`src/rtl/leitor_na.sv`:
```
// leitor_na: node-memory scanner feeding a bank of minimum comparators.
//
// On a start pulse the block latches a node count N (clamped to the memory
// depth), pulses iniciar_out to clear the downstream comparators, then reads
// nodes 0..N-1 back to back. Each returned cost is packed into a batch of
// NUM_COMPARADOR slots. Closed nodes enter the batch as all-ones so that they
// can never win the minimum. A full batch, or the last partial batch, is
// presented for one cycle on data_out with atualizar_out. A final pronto_out
// pulse tells the consumer that the downstream minimum is valid.
//
// Ports:
//   clk, rst        - clock (rising edge) and asynchronous active-high reset
//   iniciar_in      - start-scan pulse, honoured only while idle
//   num_nos_in      - number of nodes to scan, sampled with iniciar_in
//   mem_rd_en_out   - node-memory read enable
//   mem_addr_out    - node-memory read address (0 while not reading)
//   mem_data_in     - node cost, valid one cycle after the read
//   mem_aberto_in   - node-open flag, same timing as mem_data_in
//   iniciar_out     - comparator clear pulse
//   atualizar_out   - batch-valid pulse
//   data_out        - packed batch, slot i at [DATA_WIDTH*i +: DATA_WIDTH]
//   ocupado_out     - scan in progress, through the pronto_out cycle
//   pronto_out      - scan-complete pulse
module leitor_na #(
    parameter int DATA_WIDTH     = 8,
    parameter int NUM_COMPARADOR = 8,
    parameter int ADDR_WIDTH     = 6
) (
    input  logic                               clk,
    input  logic                               rst,
    input  logic                               iniciar_in,
    input  logic [ADDR_WIDTH:0]                num_nos_in,
    output logic                               mem_rd_en_out,
    output logic [ADDR_WIDTH-1:0]              mem_addr_out,
    input  logic [DATA_WIDTH-1:0]              mem_data_in,
    input  logic                               mem_aberto_in,
    output logic                               iniciar_out,
    output logic                               atualizar_out,
    output logic [DATA_WIDTH*NUM_COMPARADOR-1:0] data_out,
    output logic                               ocupado_out,
    output logic                               pronto_out
);

    localparam int BW = DATA_WIDTH * NUM_COMPARADOR;
    localparam int SW = (NUM_COMPARADOR > 1) ? $clog2(NUM_COMPARADOR) : 1;
    localparam logic [ADDR_WIDTH:0] MAX_NOS  = {1'b1, {ADDR_WIDTH{1'b0}}};
    localparam logic [ADDR_WIDTH:0] UM       = {{ADDR_WIDTH{1'b0}}, 1'b1};
    localparam logic [SW-1:0]       SLOT_FIM = SW'(NUM_COMPARADOR - 1);

    typedef enum logic [1:0] {
        OCIOSO,
        INICIAR,
        LER,
        FIM
    } estado_t;

    estado_t                estado;
    logic [ADDR_WIDTH:0]    num_nos;
    logic                   pend_valid;
    logic [ADDR_WIDTH-1:0]  pend_idx;
    logic [SW-1:0]          slot;
    logic [BW-1:0]          fill_buf;

    logic [ADDR_WIDTH:0]    ultimo;
    logic                   ultimo_rd;
    logic                   ultima_cap;
    logic                   slot_cheio;
    logic [DATA_WIDTH-1:0]  cap_word;
    logic [BW-1:0]          merged;

    // Capture path: the word arriving this cycle merged into the fill buffer,
    // plus the "last read", "last capture" and "batch full" decisions.
    always_comb begin
        ultimo     = num_nos - UM;
        ultimo_rd  = ({1'b0, mem_addr_out} == ultimo);
        ultima_cap = ({1'b0, pend_idx} == ultimo);
        slot_cheio = (slot == SLOT_FIM);
        cap_word   = mem_aberto_in ? mem_data_in : {DATA_WIDTH{1'b1}};
        merged     = fill_buf;
        merged[int'(slot)*DATA_WIDTH +: DATA_WIDTH] = cap_word;
    end

    // Scan FSM. pend_valid/pend_idx delay the read strobe by one cycle so the
    // capture lines up with the memory's one-cycle read latency. The idle
    // state also ignores a start seen during the pronto_out cycle, so a new
    // scan begins no earlier than the cycle after completion.
    always_ff @(posedge clk or posedge rst) begin
        if (rst) begin
            estado        <= OCIOSO;
            num_nos       <= '0;
            pend_valid    <= 1'b0;
            pend_idx      <= '0;
            slot          <= '0;
            fill_buf      <= '1;
            mem_rd_en_out <= 1'b0;
            mem_addr_out  <= '0;
            iniciar_out   <= 1'b0;
            atualizar_out <= 1'b0;
            data_out      <= '1;
            ocupado_out   <= 1'b0;
            pronto_out    <= 1'b0;
        end else begin
            iniciar_out   <= 1'b0;
            atualizar_out <= 1'b0;
            data_out      <= '1;
            pronto_out    <= 1'b0;
            pend_valid    <= mem_rd_en_out;
            pend_idx      <= mem_addr_out;
            case (estado)
                OCIOSO: begin
                    ocupado_out <= 1'b0;
                    if (iniciar_in && !pronto_out) begin
                        num_nos     <= (num_nos_in > MAX_NOS) ? MAX_NOS : num_nos_in;
                        iniciar_out <= 1'b1;
                        ocupado_out <= 1'b1;
                        fill_buf    <= '1;
                        slot        <= '0;
                        estado      <= INICIAR;
                    end
                end
                INICIAR: begin
                    if (num_nos == '0) begin
                        pronto_out <= 1'b1;
                        estado     <= OCIOSO;
                    end else begin
                        mem_rd_en_out <= 1'b1;
                        mem_addr_out  <= '0;
                        estado        <= LER;
                    end
                end
                LER: begin
                    if (mem_rd_en_out) begin
                        if (ultimo_rd) begin
                            mem_rd_en_out <= 1'b0;
                            mem_addr_out  <= '0;
                        end else begin
                            mem_addr_out <= mem_addr_out + 1'b1;
                        end
                    end
                    if (pend_valid) begin
                        if (slot_cheio || ultima_cap) begin
                            data_out      <= merged;
                            atualizar_out <= 1'b1;
                            fill_buf      <= '1;
                            slot          <= '0;
                        end else begin
                            fill_buf <= merged;
                            slot     <= slot + 1'b1;
                        end
                        if (ultima_cap) begin
                            estado <= FIM;
                        end
                    end
                end
                FIM: begin
                    pronto_out <= 1'b1;
                    estado     <= OCIOSO;
                end
                default: estado <= OCIOSO;
            endcase
        end
    end

endmodule
```
`config.mk`:
```
export PLATFORM = sky130hd
export DESIGN_NAME = leitor_na
export DESIGN_NICKNAME = d
export VERILOG_FILES = /design/src/rtl/leitor_na.sv
export SDC_FILE = /design/constraint.sdc
export NUM_CORES = 1
export LEC_CHECK = 0
export BUFFER_PORTS_ARGS = -buffer_cell sky130_fd_sc_hd__buf_2
export CAP_MARGIN = 10
export CORE_UTILIZATION = 48
export CTS_CLUSTER_SIZE = 20
export DETAILED_ROUTE_END_ITERATION = 16
export PLACE_DENSITY = 0.68
export SKIP_CTS_REPAIR_TIMING = 1
export SYNTH_ARGS = -nofsm -noshare
export SYNTH_HDL_FRONTEND = slang
export SYNTH_SLANG_ARGS = --single-unit
```
`constraint.sdc`:
```
create_clock -name clk -period 5.9 [get_ports clk]
set_clock_uncertainty 0.15 [all_clocks]
set_input_delay 0.295 -clock clk [delete_from_list [all_inputs] [get_ports clk]]
set_output_delay 0.295 -clock clk [all_outputs]
set_load 0.02 [all_outputs]
```
==> results of run 1 <==
[tightest hold or removal path, cell delays in order]
cell and delay (ns):
buf_2 0.08, nand3b_1 0.06, o21ai_0 0.08
[worst max path at each step]
| stage | to | cells after the start |
|---|---|---|
| 6_report | fill_buf[29] | 8 |
| 5_1_grt | fill_buf[29] | 8 |
| 4_1_cts | fill_buf[29] | 8 |
| 3_5_place_dp | fill_buf[29] | 8 |
| 3_3_place_gp | fill_buf[46] | 8 |
| 2_1_floorplan | async pin | 1 |
[area by class of cell]
cell class / count / area (sq um) / area share [%]
Tap cell: 180 / 225 / 2.78
Sequential cell: 158 / 4110 / 50.9
Multi-Input combinational cell: 378 / 2600 / 32.2
Clock inverter: 13 / 118 / 1.45
Timing Repair Buffer: 100 / 548 / 6.78
Clock buffer: 19 / 433 / 5.35
Inverter: 11 / 46.3 / 0.572
[state kept, by name (all words and copies together) (netlist names), 3 cells and up, named ones only]
name / cells
slot: 3
data_out: 64
pend_idx: 6
fill_buf: 64
num_nos: 7
mem_addr_out: 6
[per-stage QoR]
| step | std cells | hold slack (ns) | total power (W) |
|---|---|---|---|
| detailed placement | 822 | 0.242 | 0.00302 |
| CTS | 854 | -0.216 | 0.00405 |
| finish | 859 | -0.0254 | 0.00405 |
| global route | 859 | 0.00546 | 0.00429 |
| global placement | 822 | 0.238 | 0.00297 |
| floorplan | 573 | 0.262 | 0.00271 |
[metal layers]
| metal | vias up | part of all wire, % | track usage [%] |
|---|---|---|---|
| met3 | 23 | 4.7 | 5.62 |
| met4 | 0 | 1.9 | 7.72 |
| li1 | 2270 | - | - |
| met5 | - | 0 | 0 |
| met1 | 2375 | 48 | 31.0 |
| met2 | 136 | 46 | 31.9 |
[logic make-up after synthesis]
logic type               count (synthesis)
AND/OR/NAND/NOR                        185
AO/OA/AOI/OAI                          164
flip-flops                             158
buffers and inverters                   37
XOR/XNOR                                19
adder cells (fa/ha/maj)                  9
multiplexers                             1
[power breakdown]
part / leakage, nW / switching (W) / internal [W] / total (W)
Clock: 0.252 / 0.000439 / 0.000579 / 0.00102
Combinational: 1.41 / 0.000899 / 0.000593 / 0.00149
Sequential: 1.74 / 0.000154 / 0.00138 / 0.00154
Total: 3.40 / 0.00149 / 0.00255 / 0.00405
[synth_stat cells (2+ instances only)]
cell type,instances
a21oi_1,13
a2bb2oi_1,56
a31o_2,2
a31oi_4,8
a32o_1,2
and2_1,3
and3_1,2
buf_1,2
buf_2,6
buf_6,3
clkbuf_1,14
dfrtp_1,30
dfstp_2,128
ha_1,9
inv_1,9
nand2_1,108
nand2b_1,4
nand3_1,6
nand3b_1,2
nand4_1,2
nor2_1,26
nor2b_1,2
nor3_1,9
nor3b_2,8
o211ai_1,56
o21ai_0,13
o22a_1,8
or2_2,2
or3_1,2
xnor2_1,8
xnor3_1,3
xor2_1,8
==> metrics, run 1 <==
run status finished with violations; failing checks negative hold slack; Hold Vio Cnt, Final 4; drt pass-1 iters 5; CORE AREA 0.0139 sq mm; Bufs and invs on worst path 1; final net count 694; maximum VDD drop 0.270 mV; Hold Crit Depth 3; clk sinks 158; R2R depth 8; worst hold slack -0.0254 ns; worst setup margin 2.52 ns; design area 0.00809 sq mm; global-route wire length before repair 24300 microns; Synth Area in Simple Gates 13.1%; Ports 94; Tmin final 3.38 ns; fmax 296 MHz; Iter 0 DRT Violations 372; post-synth top area share 48.9%; GRT Resource Usage Total 21.7%; #FFs+latches synth 158; Hold Path End num_nos[0]; P per Cell Area 500 mW/mm^2; # DRC 0; number of flops mapped to enable cells by yosys 0; Max-Slew Margin vs Limit 25.3%; Adder-Cell Fraction of Synth Area 1.64%; CP peak stage delay 0.79 ns; diode count 0; number of global-route vias before repair 4653; RSZ-0062 raised after global routing false; clock tree buffer depth 2; worst hold start num_nos_in[0]; Final Cycle Share 57.3%; crit start category flop; Warnings, synthesis 0; fraction of layout cells with a size suffix above 1 41.7%; most common cell after layout, fill and taps aside dfstp_2; Post-Syn Area 0.00688 sq mm; pre-CTS setup slack 2.57 ns; post-synthesis mux area share 0.145%; Port Buf Inserts 93; CP Capture Type flop; flop2flop setup slack 2.52 ns; largest cells by area after synthesis dfstp_2 49%, dfrtp_1 11%, a2bb2oi_1 7.1%, o211ai_1 6.1%, nand2_1 5.9%; CTS tree done; cell accounting for the most synthesized area dfstp_2; Hold WC Path Type input port to flop; register area share after synthesis 59.8%; hpwl dp 9790 microns; Die Ht 122 microns; Static Leakage 3.40 nW; FP Rows 43; Critical Path Start num_nos[0]; crit-path max FO 20; largest net degree at the start of global routing 98; post-route ant nets 0; Slew Limit Fails 0; GRT overflow 0; number of buffers created by CTS 17; WL/cell 17.2 microns; Worst EP required 6.07 ns; fin util 58.0%; clk_lat worst skew 0.43 ns; final wirelength 14800 microns; r2r endpoint fill_buf[29]; Final setup viols 0; Post-Synth XOR/XNOR Area 3.02%; # Max-Cap Violations 0; fill count 1158; CTS clk-pin slew, worst paths 0.06 ns; ys async rst share 100%; WS Path Type flop to flop; worst r2r src num_nos[0]; count of different cell masters after synthesis 51; synthesized instance count 573; GPL Wtd Cong 0.835; setup TNS 0 ns; Worst Max-Slew Pin Slew 1.12 ns; crit-path cells inv_1, ha_1, nor3b_1, and3_1, nor4_4, nand2_1, nor3b_2, a2bb2oi_1; largest family of logic cells by synthesized area compound AO/OA/AOI/OAI gates; Worst Path Arrival 3.55 ns; die area 0.0148 sq mm; most frequent cells in the layout 128 x dfstp_2, 108 x nand2_1, 93 x buf_2, 56 x a2bb2oi_1, 56 x o211ai_1; slowest CP cell nand2_1; H-tree depth 4; placed cell area 0.00747 sq mm; Compound-Gate Fraction of Synth Area 19.9%; Vias/cell 5.59; syn_nets 601; starting density of the core 49.4%; root buffer cell clkbuf_16; vias 4804; antenna violations before repair 0; main flop type after synthesis dfstp_2; die width 122 microns; Layout area overhead 17.5%; delay-heaviest family, CP simple AND/OR/NAND/NOR gates; Syn Area/Cell 12.0 sq um
(Power assumes the default switching activity.)
==> inputs of run 2 (changes only) <==
PLACE_DENSITY = 0.71   (was 0.68)
clock period = 2.7 ns   (was 5.9 ns; I/O delays follow)
==> run 2 against run 1 <==
  * The flow still finishes with violations (negative hold slack)
  * Combinational power is 130% higher
  * Clock power up 140%
  * Count of clock-buffer cells in the layout grew 2
  * Via count rose by 3.7%
  * Sequential cell count unchanged
  * Critical path depth decreased by 1
  * Global-route usage rose by 0.66 points
==> metrics, run 2 (synthesized netlist as in run 1, its figures left out) <==
run status finished with violations; failing checks negative hold slack; CTS tree done; GPL Wtd Cong 0.860 (+2.9%); CP Capture Type flop; final net count 725 (+4.5%); global-route wire length before repair 25100 microns (+3.2%); largest net degree at the start of global routing 75 (-23%); clk sinks 158 (unchanged); Tmin final 2.56 ns (-0.817 ns); die area 0.0148 sq mm (unchanged); clk_lat worst skew 0.43 ns (about the same); most common cell after layout, fill and taps aside dfstp_2; vias 4981 (+3.7%); # DRC 0 (unchanged); diode count 0 (unchanged); Vias/cell 5.60 (about the same); FP Rows 43 (unchanged); CORE AREA 0.0139 sq mm (unchanged); register area 0.00412 sq mm (about the same); Worst EP required 2.89 ns (-3.18 ns); Layout area overhead 23.8%; placed cell area 0.00764 sq mm (+2.3%); most frequent cells in the layout 128 x dfstp_2, 108 x nand2_1, 93 x buf_2, 56 x a2bb2oi_1, 56 x o211ai_1; clock tree buffer depth 2 (unchanged); # Max-Cap Violations 0 (unchanged); fill count 1057 (-8.7%); GRT Resource Usage Total 22.4% (+0.66 points); top flop regs data_out (64), fill_buf (64), num_nos (7); Iter 0 DRT Violations 320 (-14%); Final setup viols 0 (unchanged); H-tree depth 4 (unchanged); GRT overflow 0 (unchanged); Port Buf Inserts 93 (unchanged); multi-input logic area 0.00266 sq mm (+2.0%); P per Cell Area 1090 mW/mm^2 (+120%); Max-Slew Margin vs Limit 25.2% (-0.069 points); Worst Max-Slew Pin Slew 1.12 ns (+0.00104 ns); Static Leakage 3.58 nW (+5.1%); starting density of the core 49.4% (unchanged); Hold WC Path Type input port to flop; WL/cell 17.4 microns (+1.1%); R2R depth 7 (-1); post-route ant nets 0 (unchanged); maximum VDD drop 0.454 mV (+68%); fmax 390 MHz (+32%); die width 122 microns (unchanged); CTS clk-pin slew, worst paths 0.06 ns (about the same); number of buffers created by CTS 17 (unchanged); fraction of layout cells with a size suffix above 1 42.3% (+0.57 points); Hold Vio Cnt, Final 2 (-2); design area 0.00852 sq mm (+5.3%); final wirelength 15500 microns (+4.8%); Worst Path Arrival 2.76 ns (-0.79 ns); Die Ht 122 microns (unchanged); crit start category flop; worst hold slack -0.0213 ns (+0.00410 ns); WS Path Type flop to flop; Hold Crit Depth 3 (unchanged); root buffer cell clkbuf_16; drt pass-1 iters 4 (-1); Slew Limit Fails 0 (unchanged); Final Cycle Share 95.0% (+38 points); antenna violations before repair 0 (unchanged); number of global-route vias before repair 4855 (+4.3%); crit-path max FO 20 (unchanged); hpwl dp 10400 microns (+6.1%); RSZ-0062 raised after global routing false; Ports 94 (unchanged)
[run 2: cell count changes in the layout (fill, tap and decap cells not counted), moves of 2 or more]
cell and change:
buf_12 +5, clkinvlp_4 -2, buf_4 +10, dlygate4sd3_1 +17, nor3b_4 +7, inv_6 -2, nor3b_2 -6, clkbuf_16 +2
[run 2: through the flow]
| stage | setup TNS [ns] | total power, W | util (%) | std cells | worst slack [ns] |
|---|---|---|---|---|---|
| after CTS | -0.00547 | 0.00923 | 59.3 | 869 | -0.00547 |
| after detailed placement | 0 | 0.00676 | 54.9 | 837 | 0.0166 |
| after floorplan | 0 | 0.00592 | - | 573 | 0.368 |
| final | 0 | 0.00929 | 61.1 | 890 | 0.136 |
| after global routing | 0 | 0.00982 | 61.1 | 890 | 0.000973 |
| after global placement | 0 | 0.00662 | 54.9 | 837 | 0.174 |
[run 2: layer usage]
| metal | wire length, microns | global-route usage, % |
|---|---|---|
| met5 | 0 | 0 |
| met4 | 276 | 8.33 |
| met3 | 624 | 5.15 |
| met2 | 7680 | 35.8 |
| met1 | 6930 | 29.6 |
[run 2: critical path, stage by stage (launching register included)]
cell and delay [ns]:
dfrtp_1 0.49, or3_4 0.39, or3_1 0.35, a21boi_1 0.25, nand2_1 0.14, buf_12 0.19, a31oi_4 0.30, a2bb2oi_1 0.22
[run 2: worst paths after layout]
path / start / endpoint / slack [ns]
max: num_nos[2] / fill_buf[54] / 0.14
min: mem_data_in[5] / fill_buf[5] / -0.02
max reg2reg: num_nos[2] / fill_buf[54] / 0.14
min reg2reg: mem_addr_out[5] / pend_idx[5] / 0.33
max in group asynchronous: rst / data_out[29] / 1.52
min in group asynchronous: rst / num_nos[2] / 0.13
[run 2: area by class of cell]
type	instances	area share, %
tap	180	2.64
clock buffer	21	5.67
multi-input combinational	378	31.2
clock inverter	11	1.53
inverter	11	0.529
sequential	158	48.3
timing repair buffer	131	10.2
[run 2: power by group]
group          switching (W)  internal [W]  leakage (nW)
clock network       0.000957       0.00148         0.291
logic                0.00205       0.00143          1.55
registers           0.000335       0.00304          1.74
total                0.00334       0.00595          3.58
